**src/rtl/falu_issue_seq.sv**
```systemverilog
// Issue/writeback sequencer for the combinational FP ALU. It holds the operands on the FALU
// for a per-op cycle budget, captures the result and flags, and keeps sticky flags for the CSR block.
module falu_issue_seq #(
    parameter int unsigned ADDSUB_CYCLES = 2,
    parameter int unsigned MUL_CYCLES    = 3,
    parameter int unsigned DIV_CYCLES    = 8,
    parameter int unsigned CMP_CYCLES    = 1,
    parameter int unsigned RD_W          = 5
) (
    input  logic            CLK,
    input  logic            RESET_N,
    input  logic            flush,
    input  logic            req_valid,
    output logic            req_ready,
    input  logic [3:0]      req_op,
    input  logic [31:0]     req_a,
    input  logic [31:0]     req_b,
    input  logic [RD_W-1:0] req_rd,
    output logic [31:0]     falu_a,
    output logic [31:0]     falu_b,
    output logic [3:0]      falu_op,
    input  logic [31:0]     falu_result,
    input  logic            falu_exception,
    input  logic            falu_overflow,
    input  logic            falu_underflow,
    output logic            rsp_valid,
    input  logic            rsp_ready,
    output logic [31:0]     rsp_data,
    output logic [RD_W-1:0] rsp_rd,
    output logic [2:0]      rsp_flags,
    output logic [2:0]      flags_sticky,
    input  logic            flags_clr
);

    typedef enum logic [1:0] {IDLE, EXEC, DONE} state_t;

    // The counter holds cycles remaining minus one, so it expires at zero.
    localparam logic [3:0] ADDSUB_LAST = 4'(ADDSUB_CYCLES - 1);
    localparam logic [3:0] MUL_LAST    = 4'(MUL_CYCLES - 1);
    localparam logic [3:0] DIV_LAST    = 4'(DIV_CYCLES - 1);
    localparam logic [3:0] CMP_LAST    = 4'(CMP_CYCLES - 1);

    state_t          r_state;
    state_t          w_state_nxt;
    logic [3:0]      r_cnt;
    logic [3:0]      r_op;
    logic [31:0]     r_a;
    logic [31:0]     r_b;
    logic [RD_W-1:0] r_rd;
    logic [31:0]     r_rsp_data;
    logic [2:0]      r_rsp_flags;
    logic [2:0]      r_sticky;

    logic            w_accept;
    logic            w_op_legal;
    logic            w_capture;
    logic [3:0]      w_cnt_init;
    logic [2:0]      w_new_flags;

    assign req_ready  = (r_state == IDLE) && !flush;
    assign w_accept   = req_valid && req_ready;
    assign w_op_legal = (req_op <= 4'd6);
    // Flush beats counter expiry, so an aborted op never reaches the result or sticky flags.
    assign w_capture  = (r_state == EXEC) && (r_cnt == 4'd0) && !flush;

    assign w_new_flags = w_capture                 ? {falu_exception, falu_overflow, falu_underflow} :
                         (w_accept && !w_op_legal) ? 3'b100 : 3'b000;

    always_comb begin
        // NOTE: every combinational output gets a default first so no path can infer a latch.
        w_cnt_init = 4'd0;
        case (req_op)
            4'd0, 4'd1:       w_cnt_init = ADDSUB_LAST;
            4'd2:             w_cnt_init = MUL_LAST;
            4'd3:             w_cnt_init = DIV_LAST;
            4'd4, 4'd5, 4'd6: w_cnt_init = CMP_LAST;
            default:          w_cnt_init = 4'd0;
        endcase
    end

    always_comb begin
        w_state_nxt = r_state;
        case (r_state)
            IDLE: if (w_accept) w_state_nxt = w_op_legal ? EXEC : DONE;
            EXEC: begin
                if (flush)               w_state_nxt = IDLE;
                else if (r_cnt == 4'd0)  w_state_nxt = DONE;
            end
            DONE: if (flush || rsp_ready) w_state_nxt = IDLE;
            default: w_state_nxt = IDLE;
        endcase
    end

    always_ff @(posedge CLK) begin
        // NOTE: state is updated with non-blocking assignments so every register sees pre-edge values.
        if (!RESET_N) r_state <= IDLE;
        else          r_state <= w_state_nxt;
    end

    always_ff @(posedge CLK) begin
        if (!RESET_N) begin
            r_cnt       <= 4'd0;
            r_op        <= 4'd0;
            r_a         <= 32'd0;
            r_b         <= 32'd0;
            r_rd        <= '0;
            r_rsp_data  <= 32'd0;
            r_rsp_flags <= 3'b000;
            r_sticky    <= 3'b000;
        end else begin
            // A flag set on the same edge as a clear survives.
            r_sticky <= (flags_clr ? 3'b000 : r_sticky) | w_new_flags;
            if (w_accept) begin
                r_a   <= req_a;
                r_b   <= req_b;
                r_op  <= req_op;
                r_rd  <= req_rd;
                r_cnt <= w_cnt_init;
                if (!w_op_legal) begin
                    r_rsp_data  <= 32'd0;
                    r_rsp_flags <= 3'b100;
                end
            end else if (w_capture) begin
                r_rsp_data  <= falu_result;
                r_rsp_flags <= {falu_exception, falu_overflow, falu_underflow};
            end else if (r_state == EXEC && !flush) begin
                r_cnt <= r_cnt - 4'd1;
            end
        end
    end

    assign falu_a       = (r_state == EXEC) ? r_a  : 32'd0;
    assign falu_b       = (r_state == EXEC) ? r_b  : 32'd0;
    assign falu_op      = (r_state == EXEC) ? r_op : 4'd15;
    assign rsp_valid    = (r_state == DONE);
    assign rsp_data     = r_rsp_data;
    assign rsp_rd       = r_rd;
    assign rsp_flags    = r_rsp_flags;
    assign flags_sticky = r_sticky;

endmodule

```
**config.mk**
```make
export PLATFORM = sky130hd
export DESIGN_NAME = falu_issue_seq
export DESIGN_NICKNAME = d
export VERILOG_FILES = /design/src/rtl/falu_issue_seq.sv
export SDC_FILE = /design/constraint.sdc
export NUM_CORES = 1
export LEC_CHECK = 0
export CORE_MARGIN = 4
export CORE_UTILIZATION = 44
export DETAILED_ROUTE_END_ITERATION = 6
export PLACE_DENSITY = 0.87
export SLEW_MARGIN = 20
export SYNTH_ARGS = -nofsm -noshare
export SYNTH_HDL_FRONTEND = slang
export SYNTH_SLANG_ARGS = --single-unit
```
**constraint.sdc**
```tcl
create_clock -name CLK -period 3.2 [get_ports CLK]
set_input_delay 0.64 -clock CLK [delete_from_list [all_inputs] [get_ports CLK]]
set_output_delay 0.64 -clock CLK [all_outputs]
set_load 0.03 [all_outputs]
```
== After elaboration in Yosys (flattened, before gate mapping) ==
Index checks and enable logic that the tools add are counted.
Cells by class
  bitwise logic cells: 1
  muxes and demuxes: 22
  $add $sub $neg: 1
  equality and inequality tests: 10
  magnitude comparators: 1
  reduce and logical (&&, ||, !) cells: 18
Operators by type and width (count)
  2-to-1 mux 32 bit: 5
  2-to-1 mux 3 bit: 6
  2-to-1 mux 4 bit: 4
  2-to-1 mux 2 bit: 5
  one-hot mux 3 bit (3 select lines): 1
  == test 4 x 2 -> 1 bit, second input constant: 2
  logical NOT 4 bit: 2
  logical AND 1 bit: 6
  != test 2 bit, second input constant: 3
  one-hot mux 2 bit (3 select lines): 1
  == test 4 x 1 -> 1 bit, second input constant: 1
  <= comparator 4 x 3 -> 1 bit, second input constant: 1
  AND reduction 2 bit: 2
  nonzero test 2 bit: 2
  subtractor 4 x 1 -> 4 bit, second input constant: 1
  != test 3 bit, second input constant: 1
  bitwise OR 3 bit: 1
  AND reduction 3 bit: 1
  == test 2 x 1 -> 1 bit, second input constant: 1
  == test 2 bit, second input constant: 1
  logical NOT 1 bit: 2
  logical NOT 2 bit: 1
  != test 2 x 1 -> 1 bit, second input constant: 1
  OR reduction 2 bit: 1
  logical OR 1 bit: 1
Storage, ports and cells
  output and inout port bits: 113
  register bits: 117
  logic and storage cells: 62

== Longest topological paths before layout ==
  word-level depth: 7
  gate-level depth with buffers: 9
  mapped depth without buffers: 6

== Worst setup path before layout ==
Ideal clock, no wire load.
  path type: input port to flip-flop
  start point: input flush
  end point: register r_b[3]
  cell stages on the path: 7
  setup time: 70 ps
  slack: 940 ps
  data arrival time: 2190 ps
  cell sequence: nor3_1 and2_1 clkbuf_1 buf_2 buf_2 nand2_1 a21boi_1
On the way
  cells in the longest elaborated chain, start to end: 3
Ends and longest elaborated chain
  from (decl): RTL line 12  | input logic flush,
  logical NOT 1 bit: RTL line 60  | assign req_ready = (r_state == IDLE) && !flush;
  logical AND 1 bit: RTL line 60
  logical AND 1 bit: RTL line 61  | assign w_accept = req_valid && req_ready;
  to (signal assigned): RTL line 115  | r_b <= req_b;
  to (decl): RTL line 48  | logic [31:0] r_b;
No other way between the ends.
A chain may end at the register's enable or synchronous reset.

== Final worst setup path ==
  start point: register r_state[1]
  end point: output falu_a[29]
On the way
  cells in the longest elaborated chain, start to end: 2
Ends and longest elaborated chain
  from (decl): RTL line 43  | state_t r_state;
  from (signal assigned): RTL line 97  | else r_state <= w_state_nxt;
  == test 2 x 1 -> 1 bit: RTL line 132  | assign falu_a = (r_state == EXEC) ? r_a : 32'd0;
  2-to-1 mux 32 bit: RTL line 132
  to (decl): RTL line 19  | output logic [31:0] falu_a,
No other way between the ends.

==> flow_metrics.tcl <==
set metrics [dict create \
    htree_levels 4 \
    ys_seq_area_share_pct 49.0 \
    period_needed_ns 3.04 \
    hp-class "flop to flop" \
    arrival_ns 2.40 \
    nFillCells 745 \
    cp_slowest_cell "clkdlybuf4s50_1" \
    area_growth_pct 60.0 \
    synth_cell_type_count 35 \
    cap_viol_max_count 0 \
    ios 227 \
    drtAntennaViolNets 0 \
    p_leak_nw 2.83 \
    max_slew.worst_pin.slew_ns 0.829 \
    required_ns 2.56 \
    cp_cell_sequence "and2b_4 > buf_12 > and2_1 > clkdlybuf4s50_1" \
    seq_area_sq_um 2340 \
    port_buffers 226 \
    via_per_inst 5.01 \
    finalWirelength_um 14500 \
    timing.fmax_ghz 0.329 \
    critPathMaxFanout 51 \
    globalRoute.totalOverflow 0 \
    grt_pass1_wl_um 22600 \
    fin_nets 860 \
    core_sq_um 10500 \
    internal-power_mw 2.86 \
    routed-via-count 4480 \
    synth_area_sq_um 4780 \
    cts-root-buf "clkbuf_8" \
    grt_pass1_vias 4413 \
    dr.pass1.iters 6 \
    die_x_um 112 \
    place_congestion 0.811 \
    hold_viol 0 \
    switching_share_pct 23.8 \
    clockBufferDepth 2 \
    status "finished, final reports clean" \
    postCtsHoldBufs 0 \
    die_h_um 112 \
    drive_above_1_share_pct 6.60 \
    p_comb_share_pct 10.5 \
    grt_start_max_net_pins 85 \
    postSynthCellCount 533 \
    die_area_sq_um 12600 \
    dp_cells 861 \
    setup_viol 0 \
    syn_area_per_cell_sq_um 8.97 \
    startpoint_type "flop" \
    power_frac_clock_pct 48.5 \
    initial_core_util_pct 45.7 \
    stdcell_count 895 \
    cts.sinks 117 \
    crit_type "flop to output pin" \
    routedWlPerCell_um 16.2 \
    p_sw_mw 0.894 \
    cts_tree "done" \
    dpl_cell_area_sq_um 7050 \
    relSlewSlack_pct 44.8 \
    skew_ns 0.00529 \
    hpwl_um 10100 \
    maxSlewViolCount 0 \
    clk_latency_ns 0.51 \
    pwr-share-seq_pct 41.0 \
    ys_ff_latch 117 \
    worst-r2r-cell-count 8 \
    yosys_warnings 0 \
    fp-row-count 37 \
    cp_slowest_stage_delay_ns 0.71 \
    grt_use_total_pct 22.2 \
    antenna_found_initial 0 \
    cts_buffers 17 \
    clkTransAtPathRegs_ns 0.06 \
    cp-end-kind "output pin" \
    min_path_cells 2 \
    p_per_area_nw_per_um2 490 \
    drc 0 \
    grt_setup_unrepaired "false" \
    stdcell_area_sq_um 7650 \
    drtIter0Drc 334 \
    post-route-period-util_pct 95.1 \
    multi_input_area_sq_um 2200 \
    vdd.ir_drop.worst_mv 0.369 \
    syn-num-nets 648 \
    tns_ns 0 \
]
## critical path: cells and delay by family (launching register included)
kind,cells,cell delay [ns]
buffers and inverters,2,0.95
AND/OR/NAND/NOR,2,0.57
flip-flops,1,0.36
## logic make-up after synthesis
family / after synthesis / share of synthesized area, %
AND/OR/NAND/NOR: 242 / 25.1
AO/OA/AOI/OAI: 125 / 20.1
flip-flops: 117 / 49.0
buffers and inverters: 46 / 5.23
XOR/XNOR: 2 / 0.366
adder cells (fa/ha/maj): 1 / 0.262
## flip-flops by register name (all words and copies together) (netlist names)
| register | cells |
|---|---|
| r_b | 32 |
| r_cnt | 4 |
| r_op | 4 |
| r_state | 2 |
| rsp_rd | 5 |
| rsp_data | 32 |
| rsp_flags | 3 |
| r_a | 32 |
| flags_sticky | 3 |
## path summary, 6_finish.rpt
check	start	to	slack (ns)
min	r_a[23]	r_a[23]	0.45
max reg2reg	r_cnt[0]	rsp_data[21]	1.01
max	r_state[1]	falu_a[29]	0.16
min reg2reg	r_a[23]	r_a[23]	0.45
## timing repair
action / CTS / global route
setup endpoints to repair: 0 / 1
buffers inserted: 0 / 0
gates resized for setup: 0 / 1
## cells in the mapped netlist, drive strengths merged
cell / n / area, sq um
nor3: 2 / 10.0
a32o: 2 / 20.0
a22o: 32 / 280
and2b: 1 / 7.51
clkbuf: 24 / 90.1
o21a: 1 / 7.51
or3b: 1 / 8.76
a31oi: 2 / 12.5
ha: 1 / 12.5
nand2: 147 / 552
o21ai: 1 / 5.00
a21boi: 75 / 563
and2: 69 / 432
or4b: 1 / 10.0
nor2b: 8 / 50.1
o41ai: 1 / 8.76
nor3b: 3 / 38.8
o22ai: 1 / 6.26
nand3: 1 / 5.00
inv: 4 / 15.0
a21oi: 7 / 35.0
buf: 18 / 145
nor4b: 1 / 15.0
xnor2: 2 / 17.5
a211oi: 2 / 15.0
nor4: 1 / 21.3
o31a: 1 / 8.76
dfxtp: 117 / 2340
nor2: 1 / 11.3
nand2b: 6 / 37.5
## power by group through the flow
stage,combinational (mW),clock [mW],sequential (mW)
after CTS,0.395,1.86,1.54
after global routing,0.427,1.92,1.54
after floorplan,0.172,0,1.58
after global placement,0.380,0,1.57
after detailed placement,0.391,0,1.57
final,0.395,1.82,1.54
## layer usage
metal / part of all wire [%] / up-vias / track usage (%)
met5: 0 / - / 0
met4: 1.2 / 0 / 7.05
met3: 8.7 / 18 / 7.28
met2: 49 / 190 / 38.6
met1: 41 / 2079 / 26.0
li1: - / 2193 / -
## cell type report
class,instances,area share (%)
multi-input combinational,370,28.7
inverter,4,0.196
clock buffer,18,5.59
clock inverter,14,2.01
antenna,1,0.0327
timing repair buffer,235,30.6
tap,136,2.22
sequential,117,30.6
## cell usage in the layout, fill, tap and decap left out, types with 8 or more instances in the layout
master             n
and2_1            68
clkdlybuf4s50_1  225
nor2b_1            8
a21boi_1          51
dfxtp_1          117
clkbuf_16         16
a22o_1            32
a21boi_0          24
nand2_1          147
## through the flow
| stage | power (mW) | hold WS, ns | worst slack [ns] | util [%] |
|---|---|---|---|---|
| after floorplan | 1.75 | 0.430 | 0.940 | - |
| after global placement | 1.95 | 0.436 | 0.265 | 67.4 |
| after detailed placement | 1.96 | 0.440 | 0.121 | 67.4 |
| after CTS | 3.79 | 0.448 | 0.0482 | 73.0 |
| after global routing | 3.89 | 0.462 | 0.0665 | 73.1 |
| final | 3.75 | 0.446 | 0.158 | 73.2 |
Note: power is estimated with default switching activity, not from simulation.
